[config.mk]
export PLATFORM = sky130hd
export DESIGN_NAME = snoop_bus_arbiter
export DESIGN_NICKNAME = d
export VERILOG_FILES = /design/src/rtl/smp_pkg.sv /design/src/rtl/rr_arbiter.sv /design/src/rtl/snoop_bus_arbiter.sv
export SDC_FILE = /design/constraint.sdc
export NUM_CORES = 1
export LEC_CHECK = 0
export BUFFER_PORTS_ARGS = -buffer_cell sky130_fd_sc_hd__buf_2
export CAP_MARGIN = 20
export CORE_ASPECT_RATIO = 0.7
export CORE_MARGIN = 4
export CORE_UTILIZATION = 50
export DETAILED_ROUTE_END_ITERATION = 6
export GPL_TIMING_DRIVEN = 0
export PLACE_DENSITY = 0.86
export SLEW_MARGIN = 20
export SYNTH_ARGS = -nofsm -noshare
export SYNTH_HDL_FRONTEND = slang
export SYNTH_SLANG_ARGS = --single-unit
[constraint.sdc]
create_clock -name clk -period 3.1 [get_ports clk]
set_input_delay 0.155 -clock clk [delete_from_list [all_inputs] [get_ports clk]]
set_output_delay 0.155 -clock clk [all_outputs]
set_load 0.01 [all_outputs]
[src/rtl/smp_pkg.sv]
// Shared types for the snooping-coherence bus: block states, bus ops and
// the bus controller FSM encoding.
package smp_pkg;

   typedef enum logic [1:0] {
      INVALID  = 2'b00,
      SHARED   = 2'b01,
      MODIFIED = 2'b10
   } blk_state_t;

   typedef enum logic [1:0] {
      OP_RD  = 2'b00,
      OP_WR  = 2'b01,
      OP_UPG = 2'b10
   } bus_op_t;

   typedef enum logic [2:0] {
      IDLE  = 3'd0,
      SNOOP = 3'd1,
      RESP  = 3'd2,
      WB    = 3'd3,
      MEM   = 3'd4,
      INV   = 3'd5,
      DONE  = 3'd6
   } bus_state_t;

endpackage

[src/rtl/rr_arbiter.sv]
// Combinational round-robin pick: first requester at or after last_grant+1,
// wrapping modulo N.
module rr_arbiter #(
   parameter int N  = 4,
   parameter int IW = (N > 1) ? $clog2(N) : 1
) (
   input  logic [N-1:0]  req,
   input  logic [IW-1:0] last_grant,
   output logic [N-1:0]  pick,
   output logic [IW-1:0] idx
);

   logic          found;
   int unsigned   cand;
   logic [IW-1:0] cand_idx;

   always_comb begin
      pick     = '0;
      idx      = '0;
      found    = 1'b0;
      cand     = 0;
      cand_idx = '0;
      for (int i = 1; i <= N; i++) begin
         cand     = (int'(last_grant) + i) % N;
         cand_idx = IW'(cand);
         if (!found && req[cand_idx]) begin
            found          = 1'b1;
            pick[cand_idx] = 1'b1;
            idx            = cand_idx;
         end
      end
   end

endmodule

[src/rtl/snoop_bus_arbiter.sv]
// MSI snooping bus controller: round-robin ownership, snoop resolution,
// cache-to-cache forwarding with writeback, and a handshaked memory port.
//
// state | meaning
// IDLE  | arbitrate; latch owner, op and address
// SNOOP | broadcast snoop_req to every core except the owner
// RESP  | collect snoop responses, choose data source
// WB    | write back the MODIFIED holder's line, wait for mem_rdy
// MEM   | read the line from memory, wait for mem_rdy
// INV   | invalidate sharers (write miss / upgrade)
// DONE  | pulse done to the owner, update round-robin pointer
module snoop_bus_arbiter
   import smp_pkg::*;
#(
   parameter int NUM_CPUS = 4,
   parameter int ADDR_W   = 13,
   parameter int SEL_W    = $clog2(NUM_CPUS + 1)
) (
   input  logic                       clk,
   input  logic                       rst_n,
   input  logic [NUM_CPUS-1:0]        read_miss,
   input  logic [NUM_CPUS-1:0]        write_miss,
   input  logic [NUM_CPUS-1:0]        upgrade,
   input  logic [NUM_CPUS*ADDR_W-1:0] req_addr,
   input  logic [NUM_CPUS-1:0]        snoop_found,
   input  logic [NUM_CPUS*2-1:0]      snoop_state,
   input  logic                       mem_rdy,
   output logic [NUM_CPUS-1:0]        grant,
   output logic [NUM_CPUS-1:0]        done,
   output logic [ADDR_W-1:0]          snoop_addr,
   output logic [NUM_CPUS-1:0]        snoop_req,
   output logic [NUM_CPUS-1:0]        inv_out,
   output logic [SEL_W-1:0]           data_sel,
   output logic [SEL_W-1:0]           wb_src,
   output logic                       mem_re,
   output logic                       mem_we,
   output logic [ADDR_W-1:0]          mem_addr
);

   localparam int IDX_W = (NUM_CPUS > 1) ? $clog2(NUM_CPUS) : 1;

   bus_state_t          state;
   bus_op_t             op;
   logic [IDX_W-1:0]    owner;
   logic [IDX_W-1:0]    last_grant;
   logic [NUM_CPUS-1:0] sharers;
   logic [NUM_CPUS-1:0] req;
   logic [NUM_CPUS-1:0] pick;
   logic [IDX_W-1:0]    pick_idx;
   logic [NUM_CPUS-1:0] resp_sharers;
   logic                mod_found;
   logic [SEL_W-1:0]    mod_idx;

   assign req      = read_miss | write_miss | upgrade;
   assign mem_addr = snoop_addr;

   rr_arbiter #(.N(NUM_CPUS), .IW(IDX_W)) u_rr_arbiter (
      .req        (req),
      .last_grant (last_grant),
      .pick       (pick),
      .idx        (pick_idx)
   );

   // grant is one-hot on the owner while busy, so it doubles as the owner mask.
   always_comb begin
      resp_sharers = '0;
      mod_found    = 1'b0;
      mod_idx      = '0;
      for (int i = 0; i < NUM_CPUS; i++) begin
         if (snoop_found[i] && !grant[i]) begin
            if (snoop_state[2*i +: 2] == SHARED || snoop_state[2*i +: 2] == MODIFIED)
               resp_sharers[i] = 1'b1;
            if (snoop_state[2*i +: 2] == MODIFIED && !mod_found) begin
               mod_found = 1'b1;
               mod_idx   = SEL_W'(i);
            end
         end
      end
   end

   always_ff @(posedge clk or negedge rst_n) begin
      if (!rst_n) begin
         state      <= IDLE;
         op         <= OP_RD;
         owner      <= '0;
         last_grant <= IDX_W'(NUM_CPUS - 1);
         sharers    <= '0;
         grant      <= '0;
         done       <= '0;
         snoop_addr <= '0;
         snoop_req  <= '0;
         inv_out    <= '0;
         data_sel   <= SEL_W'(NUM_CPUS);
         wb_src     <= '0;
         mem_re     <= 1'b0;
         mem_we     <= 1'b0;
      end else begin
         done      <= '0;
         snoop_req <= '0;
         inv_out   <= '0;
         case (state)
            IDLE: begin
               if (|req) begin
                  owner      <= pick_idx;
                  grant      <= pick;
                  snoop_req  <= ~pick;
                  snoop_addr <= req_addr[pick_idx*ADDR_W +: ADDR_W];
                  if (write_miss[pick_idx])     op <= OP_WR;
                  else if (read_miss[pick_idx]) op <= OP_RD;
                  else                          op <= OP_UPG;
                  state <= SNOOP;
               end
            end
            SNOOP: state <= RESP;
            RESP: begin
               sharers <= resp_sharers;
               if (op == OP_UPG) begin
                  data_sel <= SEL_W'(NUM_CPUS);
                  inv_out  <= resp_sharers;
                  state    <= INV;
               end else if (mod_found) begin
                  data_sel <= mod_idx;
                  wb_src   <= mod_idx;
                  mem_we   <= 1'b1;
                  state    <= WB;
               end else begin
                  data_sel <= SEL_W'(NUM_CPUS);
                  mem_re   <= 1'b1;
                  state    <= MEM;
               end
            end
            WB, MEM: begin
               if (mem_rdy) begin
                  mem_we <= 1'b0;
                  mem_re <= 1'b0;
                  if (op == OP_WR) begin
                     inv_out <= sharers;
                     state   <= INV;
                  end else begin
                     done  <= grant;
                     state <= DONE;
                  end
               end
            end
            INV: begin
               done  <= grant;
               state <= DONE;
            end
            DONE: begin
               grant      <= '0;
               last_grant <= owner;
               state      <= IDLE;
            end
            default: state <= IDLE;
         endcase
      end
   end

endmodule

==> results_dict.tcl <==
set metrics [dict create \
    fp.coreArea_um2 6370 \
    clk_latency_ns 0.31 \
    ys_seq_area_frac 0.368 \
    dr_total_vias 3164 \
    synthCells 334 \
    finalHoldViolCount 0 \
    num_rows 24 \
    synth_edf_count 0 \
    finalSetupViolations 0 \
    cap_violations 0 \
    relSlewSlack 0.272 \
    avgSynthCellArea_um2 9.99 \
    antenna_found_initial 0 \
    yosysWarnings 0 \
    grt_util_met3 0.0593 \
    fmax_mhz 351 \
    crit_fanout 10 \
    status "complete, no violations" \
    required_ns 3.32 \
    crit_type "flop to flop" \
    multi_input_area_um2 1810 \
    route.detailed.drc 0 \
    finalSetupTns_ns 0 \
    hp-class "input port to flop" \
    ir_drop_uv 575 \
    fin_crit_sh 0.920 \
    track_usage 0.234 \
    synth_area_um2 3340 \
    final_area_um2 4220 \
    initialDrtViolationCount 206 \
    worstPathArrival_ns 3.07 \
    pin_count 129 \
    antenna_cells 0 \
    cts_tree "done" \
    grt_pass1_vias 3154 \
    yosysTopAreaCellShare 0.345 \
    drive_gt1_frac 0.430 \
    clk_pin_slew_ns 0.10 \
    gr-max-usage-layer "met2" \
    cellLeakagePower_nw 2.17 \
    die_area_um2 8070 \
    die_w_um 106 \
    drtAntennaViolNets 0 \
    area_growth_pct 26.4 \
    ff_latch_area_um2 1230 \
    tightestPinTransition_ns 1.08 \
    final_util 0.663 \
    synth_top_area_cell "dfrtp_1" \
    placement.cell_area_um2 4090 \
    die_height_um 76.4 \
    vias_per_cell 5.64 \
    rsz0062_at_grt "false" \
    cts_sinks 49 \
    met2_usage 0.387 \
    end_kind "flop" \
    yosys_register_bits 49 \
    numCtsBuffers 5 \
    place_congestion 0.887 \
    cts_resized 0 \
    htreeDepth 2 \
    grt_pass1_wl_um 15500 \
    grt_overflow 0 \
    grt_max_degree 50 \
    start_util 0.524 \
    yosysUniqueCellTypes 64 \
    fill_cells 548 \
    dp_hpwl_um 7500 \
    cts_setup_buffers 0 \
    fin_crit_ns 2.85 \
    grt_use_met1 0.312 \
    cts_hold_repair.buffers 0 \
    syn_nets 425 \
    synthArstFlopShare 1.00 \
    cts_buffer_depth 2 \
    firstDrtPassIters 5 \
    nets 560 \
    wl_per_cell_um 16.8 \
    cts-root-buf "clkbuf_8" \
    power_density_nw_per_um2 1110 \
    start_kind "flop" \
    drv_slew 0 \
    io_buffers 127 \
    drt_wl_total_um 9440 \
    ys_top_cells_by_area "dfrtp_1 (34%), mux2i_1 (7.8%), mux2_2 (6.7%)" \
    finClkSkew_ns 0.0102 \
    yosys_most_used_dff "dfrtp_1" \
]
[path summary, 6_finish.rpt]
path | to | depth (start not counted) | start | slack [ns]
hold / removal | mem_re$_DFFE_PN0P_ | 4 | mem_rdy | 0.23
setup / recovery | op[1]$_DFFE_PN0P_ | 10 | last_grant[1]$_DFFE_PN1P_ | 0.25
hold reg to reg | wb_src[0]$_DFFE_PN0P_ | 1 | wb_src[0]$_DFFE_PN0P_ | 0.49
setup reg to reg | op[1]$_DFFE_PN0P_ | 10 | last_grant[1]$_DFFE_PN1P_ | 0.25
min in group asynchronous | snoop_req[0]$_DFF_PN0_ | 2 | rst_n | 0.40
max in group asynchronous | op[0]$_DFFE_PN0P_ | 2 | rst_n | 2.27
[kinds of logic (layout without fill, tap and decap cells)]
family	Yosys count	count (layout)	synth area share
adder cells (fa/ha/maj)	12	12	0.0450
other	1	1	0.00112
AND/OR/NAND/NOR	96	96	0.147
flip-flops	49	49	0.368
buffers and inverters	43	179	0.0881
multiplexers	49	49	0.167
AO/OA/AOI/OAI	84	84	0.183
[sequential cells by signal (all words and copies together) (netlist names), 3 cells and up]
name       count
state          3
grant          4
sharers        4
done           4
snoop_req      4
data_sel       3
mem_addr      13
inv_out        4
[worst max-delay path, stage by stage (launching register included)]
cell	delay, ns
dfstp_2	0.63
clkbuf_8	0.20
inv_1	0.09
ha_1	0.37
a22oi_1	0.27
nand2_1	0.09
nand2_1	0.13
buf_8	0.16
buf_2	0.31
mux4_2	0.37
o21ai_1	0.15
[metrics by stage]
step                power, mW  setup WS (ns)  instances  hold WS (ns)
detailed placement       4.18          0.288        552         0.417
floorplan                3.34          0.648        334        -0.141
CTS                      4.68          0.275        560        0.0880
global route             5.00         0.0692        561         0.233
global placement         4.07          0.329        552         0.402
finish                   4.67          0.248        561         0.233
[layout by cell type (no fill, tap or decap), drive strengths merged, types with 2 or more instances in the layout]
cell type	instances
o21ai	27
dfstp	3
mux4	3
nor3b	4
or3	4
o311a	2
nand2b	4
a21oi	9
o22ai	2
a221o	4
nor2	17
o22a	3
nor3	11
inv	12
o21a	2
nor4	4
o221ai	2
a22oi	2
clkbuf	14
and3b	3
o32ai	2
nand2	34
a31oi	4
nor2b	7
ha	12
a22o	5
a221oi	8
mux2i	26
a21o	3
a21boi	2
mux2	20
dfrtp	46
buf	150
[final cells by class]
class,instances,area share
clock inverter,2,0.00889
tap,91,0.0270
buffer,31,0.0590
multi-input combinational,242,0.430
clock buffer,6,0.0196
inverter,12,0.0107
sequential,49,0.291
timing repair buffer,128,0.154
[metal layers]
metal / up-vias / share of wire
met3: 11 / 0.080
li1: 1487 / -
met4: 0 / 0.0083
met2: 147 / 0.48
met1: 1519 / 0.43
met5: - / 0
[cells in the mapped netlist, types with 3 or more instances]
master	number
dfrtp_1	46
nand2_1	33
mux2i_1	26
mux2_2	20
nor2_1	17
o21ai_0	16
buf_4	14
ha_1	12
inv_1	11
nor3_1	11
o21ai_1	10
a21oi_1	9
nor2b_1	7
a221oi_1	6
a22o_1	5
buf_2	5
a31oi_1	4
clkbuf_1	4
clkbuf_8	4
nand2b_1	4
nor3b_1	4
nor4_1	4
a21o_1	3
a221o_1	3
and3b_1	3
buf_6	3
dfstp_2	3
[report_power, final]
part	switching, mW	leakage [nW]	internal, mW
Clock	0.227	0.0574	0.263
Sequential	0.227	0.619	0.920
Combinational	1.57	1.50	1.46
Note: power is estimated with default switching activity, not from simulation.
